**src/rtl/stat_arb_pkg.sv**
```systemverilog
// stat_arb_pkg: shared constants for the mem4 status-register arbiter.
// Requester IDs, write FSM state encoding and default bus widths.
package stat_arb_pkg;

   // Default data / address widths (must match the mem4 instance)
   localparam int DW_DEF = 8;
   localparam int AW_DEF = 2;

   // Requester identifiers; also the encoding of the priority pointer
   localparam logic REQ_HOST = 1'b0;
   localparam logic REQ_CORE = 1'b1;

   // Write FSM states
   typedef enum logic {
      ST_IDLE  = 1'b0,
      ST_ISSUE = 1'b1
   } wr_state_t;

   // Return the requester that is not 'id' (used to hand priority to the loser)
   function automatic logic other_req(input logic id);
      return (id == REQ_HOST) ? REQ_CORE : REQ_HOST;
   endfunction

endpackage

```
**src/rtl/stat_arb_rr.sv**
```systemverilog
// rr_arb2: combinational two-way round-robin pick between host and core.
// A lone effective request always wins; on contention the requester equal
// to the priority pointer wins.
module rr_arb2
   import stat_arb_pkg::*;
(
   input  logic i_h_eff,
   input  logic i_c_eff,
   input  logic i_prio,
   output logic o_gnt_vld,
   output logic o_winner
);

   // Pick the winner from the effective requests and the priority pointer
   always_comb begin
      o_gnt_vld = i_h_eff | i_c_eff;
      o_winner  = REQ_HOST;
      if (i_h_eff && i_c_eff) begin
         o_winner = i_prio;
      end else if (i_c_eff) begin
         o_winner = REQ_CORE;
      end
   end

endmodule

```
**src/rtl/stat_arb.sv**
```systemverilog
// stat_arb: round-robin write arbiter and 2-cycle read sequencer for the
// 4 x 8-bit AES status register file (mem4).
// Optional feature macro: STAT_ARB_RDBYP_EN -- when defined, a read that is
// captured in the same cycle as a write to the same address returns the
// value being written instead of the old memory contents.
module stat_arb
   import stat_arb_pkg::*;
#(
   parameter int DW = DW_DEF,
   parameter int AW = AW_DEF
)(
   input  logic          clk,
   input  logic          rstn,
   // host write port
   input  logic          h_wreq,
   input  logic [AW-1:0] h_waddr,
   input  logic [DW-1:0] h_wdata,
   output logic          h_wack,
   // core write port
   input  logic          c_wreq,
   input  logic [AW-1:0] c_waddr,
   input  logic [DW-1:0] c_wdata,
   output logic          c_wack,
   // host read port
   input  logic          h_rreq,
   input  logic [AW-1:0] h_raddr,
   output logic [DW-1:0] h_rdata,
   output logic          h_rvalid,
   // mem4 interface
   output logic          mem_en,
   output logic          mem_we,
   output logic [AW-1:0] mem_aw,
   output logic [DW-1:0] mem_din,
   output logic [AW-1:0] mem_ar,
   input  logic [DW-1:0] mem_dout
);

   // write-side state
   wr_state_t     r_state;
   wr_state_t     w_state_nxt;
   logic          r_prio;
   logic          r_h_wack;
   logic          r_c_wack;
   logic          r_mem_en;
   logic          r_mem_we;
   logic [AW-1:0] r_mem_aw;
   logic [DW-1:0] r_mem_din;

   // read-side state
   logic [AW-1:0] r_mem_ar;
   logic          r_rd_pend;
   logic [DW-1:0] r_h_rdata;
   logic          r_h_rvalid;

   // combinational arbitration
   logic          w_h_eff;
   logic          w_c_eff;
   logic          w_gnt_vld;
   logic          w_winner;
   logic          w_issue_nxt;
   logic [DW-1:0] w_rd_val;

   // A requester whose ack is high this cycle is still holding req; mask it
   // so the same transfer is not granted twice.
   assign w_h_eff = h_wreq & ~r_h_wack;
   assign w_c_eff = c_wreq & ~r_c_wack;

   rr_arb2 u_rr_arb2 (
      .i_h_eff   (w_h_eff),
      .i_c_eff   (w_c_eff),
      .i_prio    (r_prio),
      .o_gnt_vld (w_gnt_vld),
      .o_winner  (w_winner)
   );

   // Write FSM state register
   always_ff @(posedge clk or negedge rstn) begin
      if (!rstn) begin
         r_state <= ST_IDLE;
      end else begin
         r_state <= w_state_nxt;
      end
   end

   // Write FSM next-state: issue whenever any effective request is pending
   always_comb begin
      w_state_nxt = ST_IDLE;
      w_issue_nxt = 1'b0;
      case (r_state)
         ST_IDLE: begin
            if (w_gnt_vld) begin
               w_state_nxt = ST_ISSUE;
               w_issue_nxt = 1'b1;
            end
         end
         ST_ISSUE: begin
            if (w_gnt_vld) begin
               w_state_nxt = ST_ISSUE;
               w_issue_nxt = 1'b1;
            end
         end
         default: begin
            w_state_nxt = ST_IDLE;
            w_issue_nxt = 1'b0;
         end
      endcase
   end

   // Write port registers: strobe, acks, priority hand-off and address/data
   always_ff @(posedge clk or negedge rstn) begin
      if (!rstn) begin
         r_mem_en  <= 1'b0;
         r_mem_we  <= 1'b0;
         r_h_wack  <= 1'b0;
         r_c_wack  <= 1'b0;
         r_prio    <= REQ_HOST;
         r_mem_aw  <= '0;
         r_mem_din <= '0;
      end else begin
         r_mem_en <= w_issue_nxt;
         r_mem_we <= w_issue_nxt;
         r_h_wack <= w_issue_nxt && (w_winner == REQ_HOST);
         r_c_wack <= w_issue_nxt && (w_winner == REQ_CORE);
         if (w_issue_nxt) begin
            r_prio <= other_req(w_winner);
            if (w_winner == REQ_HOST) begin
               r_mem_aw  <= h_waddr;
               r_mem_din <= h_wdata;
            end else begin
               r_mem_aw  <= c_waddr;
               r_mem_din <= c_wdata;
            end
         end
      end
   end

`ifdef STAT_ARB_RDBYP_EN
   // Forward the in-flight write when it targets the address being read
   assign w_rd_val = (r_mem_we && (r_mem_aw == r_mem_ar)) ? r_mem_din : mem_dout;
`else
   // Old contents are returned on a same-cycle write; software spaces accesses
   assign w_rd_val = mem_dout;
`endif

   // Read pipeline: stage 1 presents the address, stage 2 captures data
   always_ff @(posedge clk or negedge rstn) begin
      if (!rstn) begin
         r_mem_ar   <= '0;
         r_rd_pend  <= 1'b0;
         r_h_rvalid <= 1'b0;
         r_h_rdata  <= '0;
      end else begin
         r_rd_pend  <= h_rreq;
         r_h_rvalid <= r_rd_pend;
         if (h_rreq) begin
            r_mem_ar <= h_raddr;
         end
         if (r_rd_pend) begin
            r_h_rdata <= w_rd_val;
         end
      end
   end

   assign h_wack   = r_h_wack;
   assign c_wack   = r_c_wack;
   assign mem_en   = r_mem_en;
   assign mem_we   = r_mem_we;
   assign mem_aw   = r_mem_aw;
   assign mem_din  = r_mem_din;
   assign mem_ar   = r_mem_ar;
   assign h_rdata  = r_h_rdata;
   assign h_rvalid = r_h_rvalid;

endmodule

```
**config.mk**
```make
export PLATFORM = sky130hd
export DESIGN_NAME = stat_arb
export DESIGN_NICKNAME = d
export VERILOG_FILES = /design/src/rtl/stat_arb_pkg.sv /design/src/rtl/stat_arb_rr.sv /design/src/rtl/stat_arb.sv
export SDC_FILE = /design/constraint.sdc
export NUM_CORES = 1
export LEC_CHECK = 0
export ABC_CLOCK_PERIOD_IN_PS = 1200
export CAP_MARGIN = 20
export CORE_ASPECT_RATIO = 0.6
export CORE_MARGIN = 3
export CORE_UTILIZATION = 33
export CTS_BUF_LIST = sky130_fd_sc_hd__clkbuf_4 sky130_fd_sc_hd__clkbuf_8 sky130_fd_sc_hd__clkbuf_16
export DETAILED_ROUTE_END_ITERATION = 12
export PLACE_DENSITY = 0.76
export SLEW_MARGIN = 10
export SYNTH_ARGS = -nofsm -noshare
export SYNTH_HDL_FRONTEND = slang
export SYNTH_SLANG_ARGS = --single-unit
```
**constraint.sdc**
```tcl
create_clock -name clk -period 1.2 [get_ports clk]
set_input_delay 0.24 -clock clk [delete_from_list [all_inputs] [get_ports clk]]
set_output_delay 0.24 -clock clk [all_outputs]
set_load 0.02 [all_outputs]
```
==> flow_summary.json, run 1 <==
{
  "critPathArrivalTime_ns": 1.45,
  "rr_worst_depth": 4,
  "cts_inserted_buffers": 3,
  "yosysTopAreaCellShare": 0.621,
  "period_minus_slack_ns": 1.30,
  "drv_cap": 0,
  "htree_levels": 1,
  "io_pins": 60,
  "vdd_drop_max_v": 0.000697,
  "synth.most_common_cell": "dfrtp_1",
  "cp.depth": 4,
  "fillCellCount": 280,
  "hpwl_mm": 2.13,
  "syn_area_um2": 1050,
  "synth-seq-area-share": 0.621,
  "min_path_type": "input pin to async pin",
  "rsz0062_at_grt": "yes",
  "cts_tree": "built",
  "critPathBufInv": 1,
  "drcViolationCount": 0,
  "synth_enable_flop_cells": 0,
  "worst_path_largest_cell_delay_ns": 0.43,
  "gp_congestion": 0.727,
  "grt.total_usage": 0.154,
  "ys_warn_count": 0,
  "clkSinkCount": 26,
  "cp-startpoint": "c_wack",
  "cts_root_buffer": "clkbuf_8",
  "clkSlewWorstSetupHoldPaths_ns": 0.09,
  "fp.dieH_um": 49.7,
  "die_x_um": 78.8,
  "grt_pass1_vias": 927,
  "antenna_found_initial": 0,
  "placed_cells": 173,
  "setup_viol": 10,
  "place_area_um2": 1740,
  "nNetsFinal": 174,
  "synthToLayoutAreaGrowth_pct": 65.3,
  "synth.area.top_cells": "dfrtp_1 (62%), mux2_2 (11%), a221o_1 (9.5%)",
  "multi_input_area_um2": 372,
  "wl_mm": 2.71,
  "utilization": 0.588,
  "finalHoldViolCount": 0,
  "reg2reg_slack_ns": -0.10,
  "fp.coreArea_um2": 2950,
  "finalInstanceArea_um2": 1730,
  "maxSlewViolCount": 0,
  "p_leak_uw": 0.000769,
  "worstReg2RegEnd": "mem_din[4]",
  "max_slew.worst_pin.slew_ns": 0.361,
  "crit_path_end_kind": "flip-flop",
  "power_per_cell_area_nw_per_um2": 1340,
  "synth-async-reset-ratio": 1.00,
  "fin_crit_sh": 1.09,
  "grt_pass1_wl_mm": 4.62,
  "ys_types": 14,
  "ant_nets": 0,
  "p_total_uw": 2310,
  "clock.fmax_ghz": 0.768,
  "ctsLongestPathBuffers": 2,
  "tns_ns": -0.851,
  "start_util": 0.356,
  "critPathLaunchType": "flip-flop",
  "violations": "setup timing",
  "hold_buffers": 0,
  "critical_path.top_delay_family": "compound AO/OA/AOI/OAI gates",
  "synth-seq-cells": 26,
  "drive_above_1_share": 0.401,
  "syn_area_per_cell_um2": 15.2,
  "cp_slowest_cell": "dfrtp_2",
  "yosysTopAreaCell": "dfrtp_1",
  "rows": 15,
  "synth_ff_type": "dfrtp_1",
  "wl_per_cell_um": 15.1,
  "synth_nets": 104,
  "synthTopCellsByCount": "dfrtp_1 (26), a221o_1 (10), mux2_2 (10), nor3b_1 (10), buf_2 (3)",
  "crit_path_max_fanout": 6,
  "dieArea_um2": 3910,
  "port_buffers": 59,
  "required_ns": 1.35,
  "diodes": 0,
  "reg2reg_from": "c_wack",
  "instances_no_fill": 179,
  "routed_via_density": 4.80,
  "dr.pass1.iters": 4,
  "crit_type": "flip-flop to flip-flop",
  "setup_slack_ns": -0.103,
  "maxSlewHeadroom": 0.759,
  "outcome": "finished with violations",
  "vias": 859,
  "fin_worst_skew_ns": 0.00658,
  "synthCells": 69,
  "regArea_um2": 653,
  "overflow": 0,
  "crit_chain": "nor2b_4 -> a21oi_4 -> buf_6 -> a221o_1",
  "drt_iter0_markers": 45,
  "grt_max_degree": 27,
  "clkLatencyLatePin_ns": 0.27
}
registers in the layout (all words and copies together), names as in the netlist:
name,cells
r_prio,1
h_rdata,8
mem_we,1
c_wack,1
mem_din,8
r_rd_pend,1
h_rvalid,1
mem_ar,2
h_wack,1
mem_aw,2
worst register-to-register path, stage by stage (launching register included):
cell,delay [ns]
dfrtp_2,0.43
nor2b_4,0.19
a21oi_4,0.09
buf_6,0.14
a221o_1,0.34
metrics by stage:
step	setup WS [ns]	hold WS, ns
3_5_place_dp	-0.412	0.493
3_3_place_gp	-0.392	0.483
6_report	-0.103	0.332
2_1_floorplan	-0.102	-0.0556
5_1_grt	-0.147	0.352
4_1_cts	-0.103	0.339
layout by cell type, fill, tap and decap left out:
cell              n
and2b_1           1
dfrtp_2           2
clkbuf_2         21
buf_4             5
nand2b_4          1
nor3b_1          10
nor2b_4           1
o21a_4            1
dfrtp_1          24
dlygate4sd2_1     2
buf_12            2
buf_6             5
a21oi_4           1
clkdlybuf4s50_1  32
clkdlybuf4s15_2   2
mux2i_1           1
mux2_2           10
clkbuf_8          3
clkdlybuf4s15_1   1
buf_2             1
or2b_1            1
a221o_1          10
final cells by class:
class                           instances  share of cell area
Clock buffer                            3              0.0238
Tap cell                               42              0.0303
Sequential cell                        26               0.377
Multi-Input combinational cell         37               0.214
Timing Repair Buffer                   71               0.355
how the worst max path moves through the flow:
| stage | to | slack (ns) |
|---|---|---|
| 2_1_floorplan | mem_aw[0] | -0.10 |
| 3_5_place_dp | mem_aw[1] | -0.41 |
| 5_1_grt | mem_aw[1] | -0.15 |
| 4_1_cts | mem_aw[1] | -0.10 |
| 3_3_place_gp | mem_din[4] | -0.39 |
| 6_report | mem_din[4] | -0.10 |
timing repair:
item	in CTS	in global routing
gates resized for setup	59	26
cloned	0	0
pin swaps	4	2
setup endpoints to repair	35	33
setup buffers	2	1
where the power goes:
part           total (uW)  internal, uW  switching (uW)
Combinational         752           398             355
Clock                 481           225             256
Sequential           1080          1000            79.6
per-layer routing:
layer	part of all wire	up-vias	GRT usage
li1	-	395	-
met1	0.40	421	0.190
met2	0.50	41	0.265
met3	0.085	2	0.0420
met4	0.010	0	0.0436
met5	0	-	0
cell families after synthesis:
family / after synthesis / share of synthesized area
AND/OR/NAND/NOR: 14 / 0.112
buffers and inverters: 6 / 0.0430
AO/OA/AOI/OAI: 12 / 0.107
multiplexers: 11 / 0.117
flip-flops: 26 / 0.621
Power figures use the tool's default switching activity.
==> run 2: changes to the inputs <==
- CORE_MARGIN: 3 -> not set
==> flow_summary.json, run 2 (synthesis gave the netlist of run 1 again) <==
{
  "power.share.combinational": 0.315,
  "outcome": "finished with violations",
  "dr.pass1.iters": 4,
  "fin_worst_skew_ns": 0.00540,
  "fillCellCount": 242,
  "vdd_drop_max_v": 0.000600,
  "grt_pass1_wl_mm": 4.20,
  "vias": 848,
  "drt_iter0_markers": 30,
  "start_util": 0.356,
  "diodes": 0,
  "htree_levels": 1,
  "clock.fmax_ghz": 0.749,
  "fin_crit_sh": 1.11,
  "antenna_found_initial": 0,
  "wl_per_cell_um": 14.8,
  "setup_slack_ns": -0.134,
  "crit_type": "input pin to flip-flop",
  "hold_ws_ns": 0.317,
  "grt_pass1_vias": 940,
  "switching_power_uw": 688,
  "critPathArrivalTime_ns": 1.49,
  "clkLatencyLatePin_ns": 0.27,
  "die_x_um": 74.8,
  "layout_common_cells": "clkdlybuf4s50_1 (34), dfrtp_1 (24), clkbuf_2 (18)",
  "overflow": 0,
  "grt.total_usage": 0.177,
  "max_slew.worst_pin.slew_ns": 0.383,
  "port_buffers": 59,
  "multi_input_area_um2": 357,
  "nNetsFinal": 174,
  "io_pins": 60,
  "fp.coreArea_um2": 2950,
  "power_per_cell_area_nw_per_um2": 1360,
  "period_minus_slack_ns": 1.33,
  "clock_power_share": 0.224,
  "routed_via_density": 4.71,
  "regArea_um2": 653,
  "required_ns": 1.35,
  "cts_tree": "built",
  "p_int_uw": 1650,
  "maxSlewHeadroom": 0.745,
  "hpwl_mm": 1.98,
  "ant_nets": 0,
  "maxSlewViolCount": 0,
  "rsz0062_at_grt": "yes",
  "min_path_type": "input pin to async pin",
  "grt_max_degree": 27,
  "fp.dieH_um": 45.7,
  "crit_path_max_fanout": 7,
  "setup_viol": 10,
  "ctsLongestPathBuffers": 2,
  "violations": "setup timing",
  "drive_above_1_share": 0.399,
  "cts_inserted_buffers": 3,
  "finalHoldViolCount": 0,
  "wl_mm": 2.66,
  "critPathLaunchType": "input pin",
  "cts_root_buffer": "clkbuf_8",
  "dieArea_um2": 3410,
  "hold_buffers": 0,
  "drv_cap": 0,
  "drcViolationCount": 0,
  "p_leak_uw": 0.000765,
  "final_common_cell": "clkdlybuf4s50_1",
  "rows": 15,
  "crit_path_end_kind": "flip-flop",
  "utilization": 0.583,
  "clkSlewWorstSetupHoldPaths_ns": 0.09,
  "seqPwrFrac": 0.460,
  "gp_congestion": 0.735,
  "switching_share": 0.295,
  "clkSinkCount": 26,
  "synthToLayoutAreaGrowth_pct": 64.0
}
## run 2: changes by cell type in the layout (fill, tap and decap cells not counted), sizes merged
| cell | previous run | this run |
|---|---|---|
| buf | 13 | 15 |
| clkbuf | 24 | 22 |
| clkdlybuf4s50 | 32 | 34 |
| dlygate4sd2 | 2 | 0 |
| clkdlybuf4s15 | 3 | 4 |
## run 2: repair_timing
action,in CTS,in global routing
buffers inserted,3,1
gates cloned,1,0
pin swaps,0,1
resized for setup,58,23
endpoints found under the setup margin,35,32
## run 2: path summary, 6_finish.rpt
check	start	end	slack [ns]	cells after the start
max in group asynchronous	rstn	c_wack	0.73	2
setup / recovery	c_wreq	mem_din[6]	-0.13	6
setup reg to reg	h_wack	mem_din[6]	-0.13	4
hold reg to reg	h_rdata[1]	h_rdata[1]	0.51	1
min in group clk	h_rreq	r_rd_pend	0.48	1
hold / removal	rstn	h_wack	0.32	2
## run 2: through the flow
step	total power [uW]	instance area (um^2)	worst slack, ns	cells	TNS (ns)
detailed placement	1920	1730	-0.498	172	-5.08
global placement	1890	1730	-0.429	172	-4.41
global route	2460	1720	-0.167	180	-1.55
CTS	2410	1830	-0.126	180	-1.20
finish	2330	1720	-0.134	180	-1.19
floorplan	1460	1050	-0.102	69	-0.919
## run 2: critical path, cell delays in order
cell and delay, ns:
clkdlybuf4s50_1 0.40, nor2b_4 0.14, buf_4 0.13, o21a_1 0.12
buf_6 0.14, a221o_1 0.31
## run 2: cell type report
cell class,instances,share of cell area
Tap cell,42,0.0306
Clock buffer,4,0.0284
Multi-Input combinational cell,37,0.207
Sequential cell,26,0.380
Timing Repair Buffer,71,0.354
## run 2: metal layers
metal  track usage  wire length [um]  up-vias
met5             0                 0        -
met4        0.0453                21        0
met3        0.0465               121        4
met2         0.333              1350       32
met1         0.202              1170      415
li1              -                 -      397
## run 2: power by group through the flow
stage | registers [uW] | logic [uW] | clock network, uW
3_5_place_dp | 1090 | 822 | 0
3_3_place_gp | 1090 | 807 | 0
4_1_cts | 1080 | 797 | 540
5_1_grt | 1090 | 787 | 585
2_1_floorplan | 1230 | 237 | 0
6_report | 1070 | 736 | 523
